$ cat config.mk
export PLATFORM = sky130hd
export DESIGN_NAME = lcd_timing_gen_flat
export DESIGN_NICKNAME = d
export VERILOG_FILES = /design/src/rtl/lcd_timing_gen_if.sv /design/src/rtl/lcd_timing_gen.sv /design/src/flat_wrapper.sv
export SDC_FILE = /design/constraint.sdc
export NUM_CORES = 1
export LEC_CHECK = 0
export ABC_AREA = 1
export CORE_UTILIZATION = 51
export DETAILED_ROUTE_END_ITERATION = 16
export GPL_TIMING_DRIVEN = 1
export PLACE_DENSITY = 0.79
export SYNTH_ARGS = -nofsm -noshare
export SYNTH_HDL_FRONTEND = slang
export SYNTH_SLANG_ARGS = --single-unit
$ cat constraint.sdc
create_clock -name lcd_clk -period 2 [get_ports lcd_clk]
set_clock_uncertainty 0.05 [all_clocks]
set_input_delay 0.6 -clock lcd_clk [delete_from_list [all_inputs] [get_ports lcd_clk]]
set_output_delay 0.6 -clock lcd_clk [all_outputs]
set_load 0.05 [all_outputs]
$ cat src/rtl/lcd_timing_gen_if.sv
// lcd_timing_gen_if: FIFO read side and panel side of the LCD timing generator
interface lcd_timing_gen_if #(parameter int DATA_W = 16);
  logic lcd_framesync;
  logic lcd_data_requst;
  logic fifo_empty;
  logic [DATA_W-1:0] fifo_rd_data;
  logic lcd_hsync;
  logic lcd_vsync;
  logic lcd_de;
  logic [DATA_W-1:0] lcd_rgb;
  logic underrun;
  modport master (
    input  lcd_framesync, fifo_empty, fifo_rd_data,
    output lcd_data_requst, lcd_hsync, lcd_vsync, lcd_de, lcd_rgb, underrun
  );
  modport slave (
    output lcd_framesync, fifo_empty, fifo_rd_data,
    input  lcd_data_requst, lcd_hsync, lcd_vsync, lcd_de, lcd_rgb, underrun
  );
endinterface

$ cat src/rtl/lcd_timing_gen.sv
// lcd_timing_gen: panel HSYNC/VSYNC/DE generator fed from the line-buffer FIFO, with underrun re-align.
// Define LCD_TEST_PATTERN_EN to free-run and show 8 colour bars instead of FIFO data.
module lcd_timing_gen #(
  parameter int H_ACTIVE = 800,
  parameter int H_FP     = 40,
  parameter int H_SYNC   = 128,
  parameter int H_BP     = 88,
  parameter int V_ACTIVE = 480,
  parameter int V_FP     = 1,
  parameter int V_SYNC   = 3,
  parameter int V_BP     = 21,
  parameter int DATA_W   = 16
) (
  input logic lcd_clk,
  input logic rst,
  lcd_timing_gen_if.master bus
);
  localparam int H_TOTAL = H_SYNC + H_BP + H_ACTIVE + H_FP;
  localparam int V_TOTAL = V_SYNC + V_BP + V_ACTIVE + V_FP;
  localparam int HW = $clog2(H_TOTAL);
  localparam int VW = $clog2(V_TOTAL);
  localparam int HA = H_SYNC + H_BP;
  localparam int VA = V_SYNC + V_BP;
  localparam logic [HW-1:0] H_SE = HW'(H_SYNC);
  localparam logic [HW-1:0] H_A0 = HW'(HA);
  localparam logic [HW-1:0] H_A1 = HW'(HA + H_ACTIVE);
  localparam logic [HW-1:0] H_R0 = HW'(HA - 1);
  localparam logic [HW-1:0] H_R1 = HW'(HA + H_ACTIVE - 2);
  localparam logic [HW-1:0] H_L  = HW'(H_TOTAL - 1);
  localparam logic [VW-1:0] V_SE = VW'(V_SYNC);
  localparam logic [VW-1:0] V_A0 = VW'(VA);
  localparam logic [VW-1:0] V_A1 = VW'(VA + V_ACTIVE);
  localparam logic [VW-1:0] V_L  = VW'(V_TOTAL - 1);
  typedef enum logic {WAIT_SYNC, RUN} state_t;
`ifdef LCD_TEST_PATTERN_EN
  localparam state_t RST_STATE = RUN;
  localparam logic [15:0] BARS [8] = '{16'hFFFF, 16'hFFE0, 16'h07FF, 16'h07E0,
                                       16'hF81F, 16'hF800, 16'h001F, 16'h0000};
  logic [2:0] bar;
`else
  localparam state_t RST_STATE = WAIT_SYNC;
`endif
  state_t state, state_nxt;
  logic [HW-1:0] h_cnt, h_nxt;
  logic [VW-1:0] v_cnt, v_nxt;
  logic starve, starve_nxt;
  logic run, h_act, v_act, h_last, v_last, de_next, req, req_bad;
  logic [DATA_W-1:0] rgb_next;
  always_comb begin
    run = state == RUN;
    h_last = h_cnt == H_L;
    v_last = v_cnt == V_L;
    h_act = h_cnt >= H_A0 && h_cnt < H_A1;
    v_act = v_cnt >= V_A0 && v_cnt < V_A1;
    de_next = run && h_act && v_act;
`ifdef LCD_TEST_PATTERN_EN
    bar = 3'(((32'(h_cnt) - 32'(HA)) * 32'd8) / 32'(H_ACTIVE));
    req = 1'b0;
    req_bad = 1'b0;
    rgb_next = de_next ? DATA_W'(BARS[bar]) : '0;
`else
    req = run && v_act && !starve && h_cnt >= H_R0 && h_cnt <= H_R1;
    req_bad = req && bus.fifo_empty;
    // the pixel whose request hit an empty FIFO is already blanked
    rgb_next = (de_next && !starve) ? bus.fifo_rd_data : '0;
`endif
    state_nxt = run ? ((h_last && v_last && starve) ? WAIT_SYNC : RUN)
                    : (bus.lcd_framesync ? RUN : WAIT_SYNC);
    h_nxt = (!run || h_last) ? '0 : h_cnt + 1'b1;
    v_nxt = !run ? '0 : !h_last ? v_cnt : v_last ? '0 : v_cnt + 1'b1;
    starve_nxt = state_nxt == RUN && (starve || req_bad);
    bus.lcd_data_requst = req;
  end
  always_ff @(posedge lcd_clk or posedge rst) begin
    if (rst) begin
      state <= RST_STATE;
      h_cnt <= '0;
      v_cnt <= '0;
      starve <= 1'b0;
      bus.lcd_hsync <= 1'b1;
      bus.lcd_vsync <= 1'b1;
      bus.lcd_de <= 1'b0;
      bus.lcd_rgb <= '0;
      bus.underrun <= 1'b0;
    end else begin
      state <= state_nxt;
      h_cnt <= h_nxt;
      v_cnt <= v_nxt;
      starve <= starve_nxt;
      bus.lcd_hsync <= !(run && h_cnt < H_SE);
      bus.lcd_vsync <= !(run && v_cnt < V_SE);
      bus.lcd_de <= de_next;
      bus.lcd_rgb <= rgb_next;
      bus.underrun <= bus.underrun | req_bad;
    end
  end
endmodule

$ cat src/flat_wrapper.sv
// flat-port wrapper written by rule: the top's interface ports become plain ports
module lcd_timing_gen_flat 
#(
  parameter int H_ACTIVE = 800,
  parameter int H_FP     = 40,
  parameter int H_SYNC   = 128,
  parameter int H_BP     = 88,
  parameter int V_ACTIVE = 480,
  parameter int V_FP     = 1,
  parameter int V_SYNC   = 3,
  parameter int V_BP     = 21,
  parameter int DATA_W   = 16
)
  (lcd_clk, rst, bus_lcd_framesync, bus_fifo_empty, bus_fifo_rd_data, bus_lcd_data_requst, bus_lcd_hsync, bus_lcd_vsync, bus_lcd_de, bus_lcd_rgb, bus_underrun);
  lcd_timing_gen_if #(.DATA_W(DATA_W)) bus_i ();
  input logic lcd_clk;
  input logic rst;
  input wire logic [$bits(bus_i.lcd_framesync)-1:0] bus_lcd_framesync;
  input wire logic [$bits(bus_i.fifo_empty)-1:0] bus_fifo_empty;
  input wire logic [$bits(bus_i.fifo_rd_data)-1:0] bus_fifo_rd_data;
  output wire logic [$bits(bus_i.lcd_data_requst)-1:0] bus_lcd_data_requst;
  output wire logic [$bits(bus_i.lcd_hsync)-1:0] bus_lcd_hsync;
  output wire logic [$bits(bus_i.lcd_vsync)-1:0] bus_lcd_vsync;
  output wire logic [$bits(bus_i.lcd_de)-1:0] bus_lcd_de;
  output wire logic [$bits(bus_i.lcd_rgb)-1:0] bus_lcd_rgb;
  output wire logic [$bits(bus_i.underrun)-1:0] bus_underrun;
  assign bus_i.lcd_framesync = bus_lcd_framesync;
  assign bus_i.fifo_empty = bus_fifo_empty;
  assign bus_i.fifo_rd_data = bus_fifo_rd_data;
  assign bus_lcd_data_requst = bus_i.lcd_data_requst;
  assign bus_lcd_hsync = bus_i.lcd_hsync;
  assign bus_lcd_vsync = bus_i.lcd_vsync;
  assign bus_lcd_de = bus_i.lcd_de;
  assign bus_lcd_rgb = bus_i.lcd_rgb;
  assign bus_underrun = bus_i.underrun;
  lcd_timing_gen #(.H_ACTIVE(H_ACTIVE), .H_FP(H_FP), .H_SYNC(H_SYNC), .H_BP(H_BP), .V_ACTIVE(V_ACTIVE), .V_FP(V_FP), .V_SYNC(V_SYNC), .V_BP(V_BP), .DATA_W(DATA_W)) u_core (.lcd_clk(lcd_clk), .rst(rst), .bus(bus_i));
endmodule
* Word-level counts from Yosys, hierarchy flattened
Index checks and enable logic that the tools add are counted.
** Storage, ports and cells
- Flip-flop bits (word level) :: 42
- Input port bits :: 20
- Logic and storage cells :: 52
** Operators by class
- Add/sub/neg operators :: 2
- Order comparisons :: 8
- Equality and inequality tests :: 3
- Mux-type cells :: 8
- Bitwise gates (word level) :: 1
- Reduce and logical (&&, ||, !) cells :: 21
** Operators by type and width (count)
- two-way mux 9 bit :: 3
- greater-or-equal comparator 11 x 8 -> 1 bit (second input constant) :: 2
- two-way mux 16 bit :: 1
- logical AND 1 bit :: 15
- adder 11 x 1 -> 11 bit (second input constant) :: 1
- equality test 11 bit (second input constant) :: 1
- less-or-equal comparator 11 x 10 -> 1 bit (second input constant) :: 1
- < comparator 11 x 10 -> 1 bit (second input constant) :: 1
- < comparator 11 x 8 -> 1 bit (second input constant) :: 1
- two-way mux 11 bit :: 1
- adder 9 x 1 -> 9 bit (second input constant) :: 1
- equality test 9 bit (second input constant) :: 1
- greater-or-equal comparator 9 x 5 -> 1 bit (second input constant) :: 1
- < comparator 9 x 2 -> 1 bit (second input constant) :: 1
- < comparator 9 bit (second input constant) :: 1
- zero test 1 bit :: 4
- two-way mux 1 bit :: 3
- logical OR 1 bit :: 2
- != test 2 bit (second input constant) :: 1
- OR 1 bit :: 1

* Depth between registers and ports, before layout
Gate-level depths: netlist of run 1.
- Depth in word-level cells :: 9
- Mapped depth :: 10

* Least setup slack after synthesis of run 1
Ideal clock, no wire load.
- Path type :: flip-flop to output port
- From :: register u_core.h_cnt[0]
- To :: output bus_lcd_data_requst
- Data arrival time :: 1.422 ns
- Setup slack :: -0.072 ns
- Cell stages (with the launch flop) :: 9
- Cells stage by stage :: dfrtp_1 ha_1 nand2_1 nor2_1 nand3b_1 nand2_1 nor2_1 nor2_1 and2_1
** On the way
- Longest elaborated chain between the ends :: 3
- Elaborated cells between the ends (all ways) :: 4
** RTL lines
- from (decl) :: line lcd_timing_gen.sv:44 : logic [HW-1:0] h_cnt, h_nxt;
- from (signal assigned) :: line lcd_timing_gen.sv:87 : h_cnt <= h_nxt;
- greater-or-equal comparator 11 x 8 -> 1 bit :: line lcd_timing_gen.sv:62 : req = run && v_act && !starve && h_cnt >= H_R0 && h_cnt <= H_R1;
- logical AND 1 bit :: line lcd_timing_gen.sv:62
- logical AND 1 bit (*) :: line lcd_timing_gen.sv:62
- to (decl) :: line flat_wrapper.sv:21 : output wire logic [$bits(bus_i.lcd_data_requst)-1:0] bus_lcd_data_requst;
Every way passes the cells marked *; elsewhere a longest branch is shown, timed or not.

* Worst setup path in the final report of run 1
- From :: register u_core.h_cnt[1]
- To :: output bus_lcd_data_requst
The elaborated chain is that of the path after synthesis.

==> results of run 1 <==
[stage by stage]
step / hold slack, ns / TNS, ns
2_1_floorplan: 0.4150 / 0
3_3_place_gp: 0.4045 / 0
3_5_place_dp: 0.4336 / 0
4_1_cts: 0.4524 / -0.2429
5_1_grt: 0.4730 / -0.3729
6_report: 0.4425 / -0.3054
[routing by layer]
metal	GRT usage [%]	wire length [µm]	vias up
met5	0	0	-
li1	-	-	878
met3	8.448	291	11
met4	9.840	83	0
met1	28.17	1915	854
met2	41.20	2422	57
[Yosys cell counts]
master / count
a22oi_1: 1
a31oi_1: 1
inv_4: 1
buf_12: 1
o2111ai_1: 1
nor2_2: 9
inv_2: 1
buf_6: 1
nand2_1: 35
nand3_1: 16
o21bai_2: 2
o21ai_0: 8
xor2_1: 1
dfrtp_1: 40
and2_1: 1
and3_1: 1
nor2_1: 30
a211oi_1: 1
nor4_1: 1
dfstp_2: 2
nor3_2: 2
inv_1: 45
nand2_2: 6
nand3b_1: 1
nand4_1: 2
ha_1: 4
a21oi_1: 8
nor2_4: 6
nor3_1: 7
a21oi_2: 3
nand2_4: 3
[power breakdown]
part           switching, W  internal (W)  leakage (nW)
Clock              0.000297      0.000372        0.0514
Combinational     0.0000286     0.0000387         0.893
Sequential                0      0.000848         0.550
Total              0.000325       0.00126          1.49
[cells by family after synthesis]
logic type,Yosys count
buffers and inverters,49
AOI/OAI and AO/OA,25
and+or+nand+nor,120
xor gates and xnor gates,1
DFF,42
adders and majority gates,4
[path summary, 6_finish.rpt]
kind                                startpoint                     to  slack (ns)  cells past startpoint
setup / recovery               u_core.h_cnt[1]    bus_lcd_data_requst       -0.31                      9
hold / removal             u_core.bus.underrun    u_core.bus.underrun        0.44                      2
setup reg to reg               u_core.h_cnt[1]        u_core.v_cnt[3]        0.20                      9
hold reg to reg            u_core.bus.underrun    u_core.bus.underrun        0.44                      2
max in group asynchronous                  rst   u_core.bus.lcd_hsync        1.01                      3
min in group asynchronous                  rst  u_core.bus.lcd_rgb[7]        0.63                      3
[repair_timing]
action                                  in CTS  in global routing
pin swaps                                    7                  5
setup buffers                               11                  2
resized for setup                            7                  2
endpoints found under the setup margin       1                  1
[cell type report]
cell class                      instances  share of cell area (%)
Sequential cell                        42                   37.24
Inverter                               47                   6.325
Clock buffer                            6                   2.565
Clock inverter                          2                   1.327
Tap cell                               48                   2.123
Timing Repair Buffer                   63                   20.17
Multi-Input combinational cell        150                   30.25
[worst reg2reg max path, stage by stage, from the launching register on]
cell and delay [ns]:
dfrtp_1 0.37, ha_2 0.20, nand2_2 0.08, buf_4 0.15, nor2_1 0.19, nand2_2 0.11
nand2_4 0.21, inv_4 0.10, nor2_1 0.16, nor3_1 0.08
[registers in the layout (all words and copies together), names as in the netlist]
register,count
u_core.bus.lcd_de,1
u_core.bus.lcd_rgb,16
u_core.run,1
u_core.bus.lcd_vsync,1
u_core.bus.lcd_hsync,1
u_core.h_cnt,11
u_core.v_cnt,9
u_core.bus.underrun,1
u_core.starve,1
==> flow_metrics.env, run 1 <==
export IMPL_crit_buf_inv=1
export IMPL_clkSinkCount=42
export IMPL_end_kind="output port"
export IMPL_setup_slack_ns=-0.3054
export IMPL_power_density_mw_per_mm2=560.2
export IMPL_dp_slack_ns=0.01296
export IMPL_grt_pass1_wl_mm=7.900
export IMPL_total_power_w=0.001585
export IMPL_crit_type="flop to output port"
export IMPL_synth_area_leaders="dfrtp_1 (48%), inv_1 (8.1%), nand2_1 (6.3%)"
export IMPL_final_nets=333
export IMPL_hold_viol=0
export IMPL_dieArea_mm2=0.004367
export IMPL_fin_area_mm2=0.002829
export IMPL_io_pins=41
export IMPL_final_cell_mix="inv_1 (45), buf_4 (40), dfrtp_1 (40)"
export IMPL_critPathTopFamily="simple AND/OR/NAND/NOR gates"
export IMPL_drv_slew=0
export IMPL_cts_tree="done"
export IMPL_clockRootBuffer="clkbuf_8"
export IMPL_p_leak_nw=1.494
export IMPL_status="finished with violations"
export IMPL_cts_made_buffers=5
export IMPL_synth_mux_area_share_pct=0
export IMPL_clock_path_buffers=2
export IMPL_drc=0
export IMPL_grt_pass1_vias=1856
export IMPL_hp_class="flop to flop"
export IMPL_nFillCells=253
export IMPL_synth_compound_area_share_pct=7.587
export IMPL_detail_route_wl_per_cell_um=13.16
export IMPL_syn_num_nets=265
export IMPL_synthAdderAreaFrac_pct=2.389
export IMPL_multiInputGateArea_um2=855.8
export IMPL_overflow=0
export IMPL_rows=22
export IMPL_syn_area_per_cell_um2=8.691
export IMPL_dieHeight_um=66.09
export IMPL_floorplan_initialDensity_pct=55.14
export IMPL_area_growth_pct=35.07
export IMPL_dp_hpwl_mm=3.186
export IMPL_regArea_mm2=0.001054
export IMPL_required_ns=1.35
export IMPL_grt_usage_pct=24.42
export IMPL_synthesis_area_mm2=0.002095
export IMPL_final_common_cell="inv_1"
export IMPL_setup_viol=1
export IMPL_first_pass_iters=4
export IMPL_fmax_mhz=433.8
export IMPL_fin_crit_sh_pct=115.3
export IMPL_ys_warn_count=0
export IMPL_post_synth_inst_count=241
export IMPL_synth_xor_area_share_pct=0.4182
export IMPL_slowest_stage="dfrtp_1"
export IMPL_yosysTopAreaCell="dfrtp_1"
export IMPL_antenna_left=0
export IMPL_slew_limit_headroom_pct=80.85
export IMPL_yosys_area_top_type_share_pct=47.79
export IMPL_cpMostUsedCell="nor2_1"
export IMPL_clock_latency_ns=0.29
export IMPL_drv_cap=0
export IMPL_grt_max_degree=43
export IMPL_viasPerCell=5.028
export IMPL_rsz0062_at_grt="true"
export IMPL_min_period_ns=2.305
export IMPL_vias=1800
export IMPL_yosysSeqAreaShare_pct=50.30
export IMPL_die_w_um=66.09
export IMPL_postCtsHoldBufs=0
export IMPL_antenna_diode_count=0
export IMPL_crit_chain="ha_2 -> nand2_2 -> nor2_2 -> nand3b_1 -> nand2_1 -> nor2_1 -> nor2_1 -> and2_4 -> buf_12"
export IMPL_finalWirelength_mm=4.712
export IMPL_ir_worst_vdd_v=0.0003830
export IMPL_utilization_pct=74.47
export IMPL_synth_top_family_by_area="simple AND/OR/NAND/NOR gates"
export IMPL_synth_simple_area_share_pct=29.27
export IMPL_port_buffers=40
export IMPL_tightest_slew_ns=0.2850
export IMPL_violations="setup timing"
export IMPL_synth_distinct_cells=31
export IMPL_fin_cells=358
export IMPL_placed_cell_area_mm2=0.002597
export IMPL_drive_gt1_share_pct=30.32
export IMPL_first_iter_violations=122
export IMPL_crit_arrival_ns=1.66
export IMPL_core_area_mm2=0.003799
export IMPL_gp_congestion=0.9075
export IMPL_crit_path_max_fanout=2
export IMPL_antenna_found_initial=0
export IMPL_clk_pin_slew_ns=0.08
export IMPL_ys_ff_latch=42
export IMPL_dp_cells=337
export IMPL_htreeDepth=2
export IMPL_start_kind="flop"
export IMPL_critPathMaxStageDelay_ns=0.37
Power figures use the tool's default switching activity.
==> inputs of run 2 (changes only) <==
--- a/config.mk
+++ b/config.mk
@@ -8,6 +8,7 @@
 export ABC_AREA = 1
-export CORE_UTILIZATION = 51
+export CORE_UTILIZATION = 48
+export CTS_BUF_LIST = sky130_fd_sc_hd__clkbuf_2 sky130_fd_sc_hd__clkbuf_4 sky130_fd_sc_hd__clkbuf_8
 export DETAILED_ROUTE_END_ITERATION = 16
 export GPL_TIMING_DRIVEN = 1
-export PLACE_DENSITY = 0.79
+export PLACE_DENSITY = 0.78
 export SYNTH_ARGS = -nofsm -noshare
==> constraint.sdc (replaced) <==
create_clock -name lcd_clk -period 1.9 [get_ports lcd_clk]
set_clock_uncertainty 0.05 [all_clocks]
set_input_delay 0.285 -clock lcd_clk [delete_from_list [all_inputs] [get_ports lcd_clk]]
set_output_delay 0.285 -clock lcd_clk [all_outputs]
set_load 0.05 [all_outputs]
==> run 2 against run 1 <==
Net effect:
- the flow still finishes with violations (setup timing)
- sequential cell count unchanged
- final area increased by 1.3%
- worst hold slack got worse by 0.16 ns
- clock-buffer cell count did not move
- non-clock buffer count fell by 1
- first-iteration DRC count increased by 61%
- clock power shrank 12%
- wire length fell by 2.7%
- largest power group unchanged
==> flow_metrics.env, run 2 (synthesis results as in run 1) <==
export IMPL_antenna_left=0
export IMPL_crit_chain="ha_2 -> nand2_2 -> nor2_1 -> nand3b_1 -> nand2_1 -> nor2_1 -> nor2_2 -> and2_4 -> buf_12"
export IMPL_vias=1826
export IMPL_dp_cells=331
export IMPL_clockRootBuffer="clkbuf_8"
export IMPL_start_kind="flop"
export IMPL_hold_viol=0
export IMPL_rows=23
export IMPL_wl_met3_um=411
export IMPL_violations="setup timing"
export IMPL_area_growth_pct=36.86
export IMPL_port_buffers=40
export IMPL_largest_reg_flops=16
export IMPL_reg_top3="u_core.bus.lcd_rgb: 16 flops, u_core.h_cnt: 11 flops, u_core.v_cnt: 9 flops"
export IMPL_slew_limit_headroom_pct=65.08
export IMPL_wl_met2_mm=2.213
export IMPL_first_iter_violations=197
export IMPL_final_cell_mix="inv_1 (42), dfrtp_1 (38), clkdlybuf4s50_1 (37)"
export IMPL_setup_viol=4
export IMPL_clock_latency_ns=0.30
export IMPL_final_nets=332
export IMPL_gp_congestion=0.9245
export IMPL_grt_max_degree=43
export IMPL_crit_type="flop to output port"
export IMPL_crit_arrival_ns=1.67
export IMPL_floorplan_initialDensity_pct=51.26
export IMPL_antenna_found_initial=0
export IMPL_met1_length_mm=1.811
export IMPL_clkSinkCount=42
export IMPL_cts_made_buffers=5
export IMPL_clk_pin_slew_ns=0.09
export IMPL_min_period_ns=2.004
export IMPL_postCtsHoldBufs=0
export IMPL_fin_cells=359
export IMPL_tightest_slew_ns=0.5222
export IMPL_detail_route_wl_per_cell_um=12.77
export IMPL_critPathMaxStageDelay_ns=0.38
export IMPL_overflow=0
export IMPL_rsz0062_at_grt="true"
export IMPL_clock_path_buffers=2
export IMPL_finalWirelength_mm=4.583
export IMPL_fin_area_mm2=0.002867
export IMPL_p_leak_nw=1.452
export IMPL_drc=0
export IMPL_regMostFlops="u_core.bus.lcd_rgb"
export IMPL_placed_cell_area_mm2=0.002559
export IMPL_required_ns=1.56
export IMPL_drive_gt1_share_pct=28.16
export IMPL_slowest_stage="dfrtp_1"
export IMPL_status="finished with violations"
export IMPL_die_w_um=68.06
export IMPL_htreeDepth=2
export IMPL_final_common_cell="inv_1"
export IMPL_dieArea_mm2=0.004631
export IMPL_setup_slack_ns=-0.1043
export IMPL_end_kind="output port"
export IMPL_cpMostUsedCell="nor2_1"
export IMPL_dp_hpwl_mm=2.952
export IMPL_first_pass_iters=5
export IMPL_nFillCells=307
export IMPL_grt_pass1_vias=1704
export IMPL_dp_slack_ns=0.1320
export IMPL_viasPerCell=5.086
export IMPL_io_pins=41
export IMPL_drv_cap=0
export IMPL_grt_usage_pct=22.33
export IMPL_core_area_mm2=0.004086
export IMPL_grt_pass1_wl_mm=7.493
export IMPL_dieHeight_um=68.06
export IMPL_hp_class="primary input to asynchronous set/reset pin"
export IMPL_antenna_diode_count=0
export IMPL_power_density_mw_per_mm2=541.6
export IMPL_crit_path_max_fanout=2
export IMPL_fin_crit_sh_pct=105.5
export IMPL_fmax_mhz=498.9
export IMPL_setup_tns_final_ns=-0.1983
export IMPL_cts_tree="done"
export IMPL_ir_worst_vdd_v=0.0005553
export IMPL_drv_slew=0
export IMPL_top_layer="met4"
-- run 2: changes by cell type in the layout (fill, tap and decap cells not counted), sizes merged --
cell and change:
buf -19, clkdlybuf4s50 +18, clkinv +2, bufinv -1
clkinvlp -1
-- run 2: cell type report --
| class | count | area, µm² | share of cell area [%] |
|---|---|---|---|
| clock inverter | 2 | 13.76 | 0.4801 |
| timing repair buffer | 62 | 586.8 | 20.47 |
| inverter | 47 | 178.9 | 6.242 |
| sequential | 42 | 1056 | 36.84 |
| clock buffer | 6 | 76.32 | 2.663 |
| multi-input combinational | 150 | 892.1 | 31.12 |
| tap | 50 | 62.56 | 2.182 |
-- run 2: metal layers --
metal	GRT usage, %	vias to the layer above
li1	-	884
met1	27.00	843
met2	35.17	84
met3	7.833	15
met4	10.94	0
met5	0	-
-- run 2: critical path: cells and delay by family (launching register included) --
| kind | cells | cell delay (ns) |
|---|---|---|
| adder cells (fa/ha/maj) | 1 | 0.20 |
| buffers and inverters | 1 | 0.13 |
| flip-flops | 1 | 0.38 |
| AND/OR/NAND/NOR | 7 | 0.66 |
-- run 2: where the power goes --
part / internal [W] / total [W] / switching [W]
clock: 0.000274 / 0.000589 / 0.000315
combinational: 0.0000408 / 0.0000704 / 0.0000297
sequential: 0.000893 / 0.000893 / 0
-- run 2: worst paths after layout --
check,startpoint,end,slack [ns],depth (start not counted)
max,u_core.h_cnt[1],bus_lcd_data_requst,-0.10,9
min reg2reg,u_core.bus.underrun,u_core.bus.underrun,0.43,2
max reg2reg,u_core.h_cnt[9],u_core.starve,-0.05,13
min in group lcd_clk,u_core.bus.underrun,u_core.bus.underrun,0.43,2
min,rst,u_core.h_cnt[3],0.28,3
max in group asynchronous,rst,u_core.bus.lcd_hsync,1.26,3
-- run 2: repair_timing --
item	in CTS	in global routing
pin swaps	7	8
buffers inserted	19	1
resized for setup	13	11
setup endpoints to repair	1	3
-- run 2: per-stage QoR --
stage | hold WS (ns) | utilization [%] | total power (W)
after floorplan | 0.3412 | - | 0.0009339
after global placement | 0.4004 | 62.61 | 0.0009821
after detailed placement | 0.4039 | 62.61 | 0.0009838
after CTS | 0.2981 | 69.08 | 0.001567
after global routing | 0.3378 | 70.15 | 0.001601
final | 0.2842 | 70.15 | 0.001552
==> inputs of run 3 (changes only) <==
ABC_CLOCK_PERIOD_IN_PS = 1900   (was unset)
==> results of run 3 <==
Same layout as run 2: the final DEF is identical, and so are final timing and power.
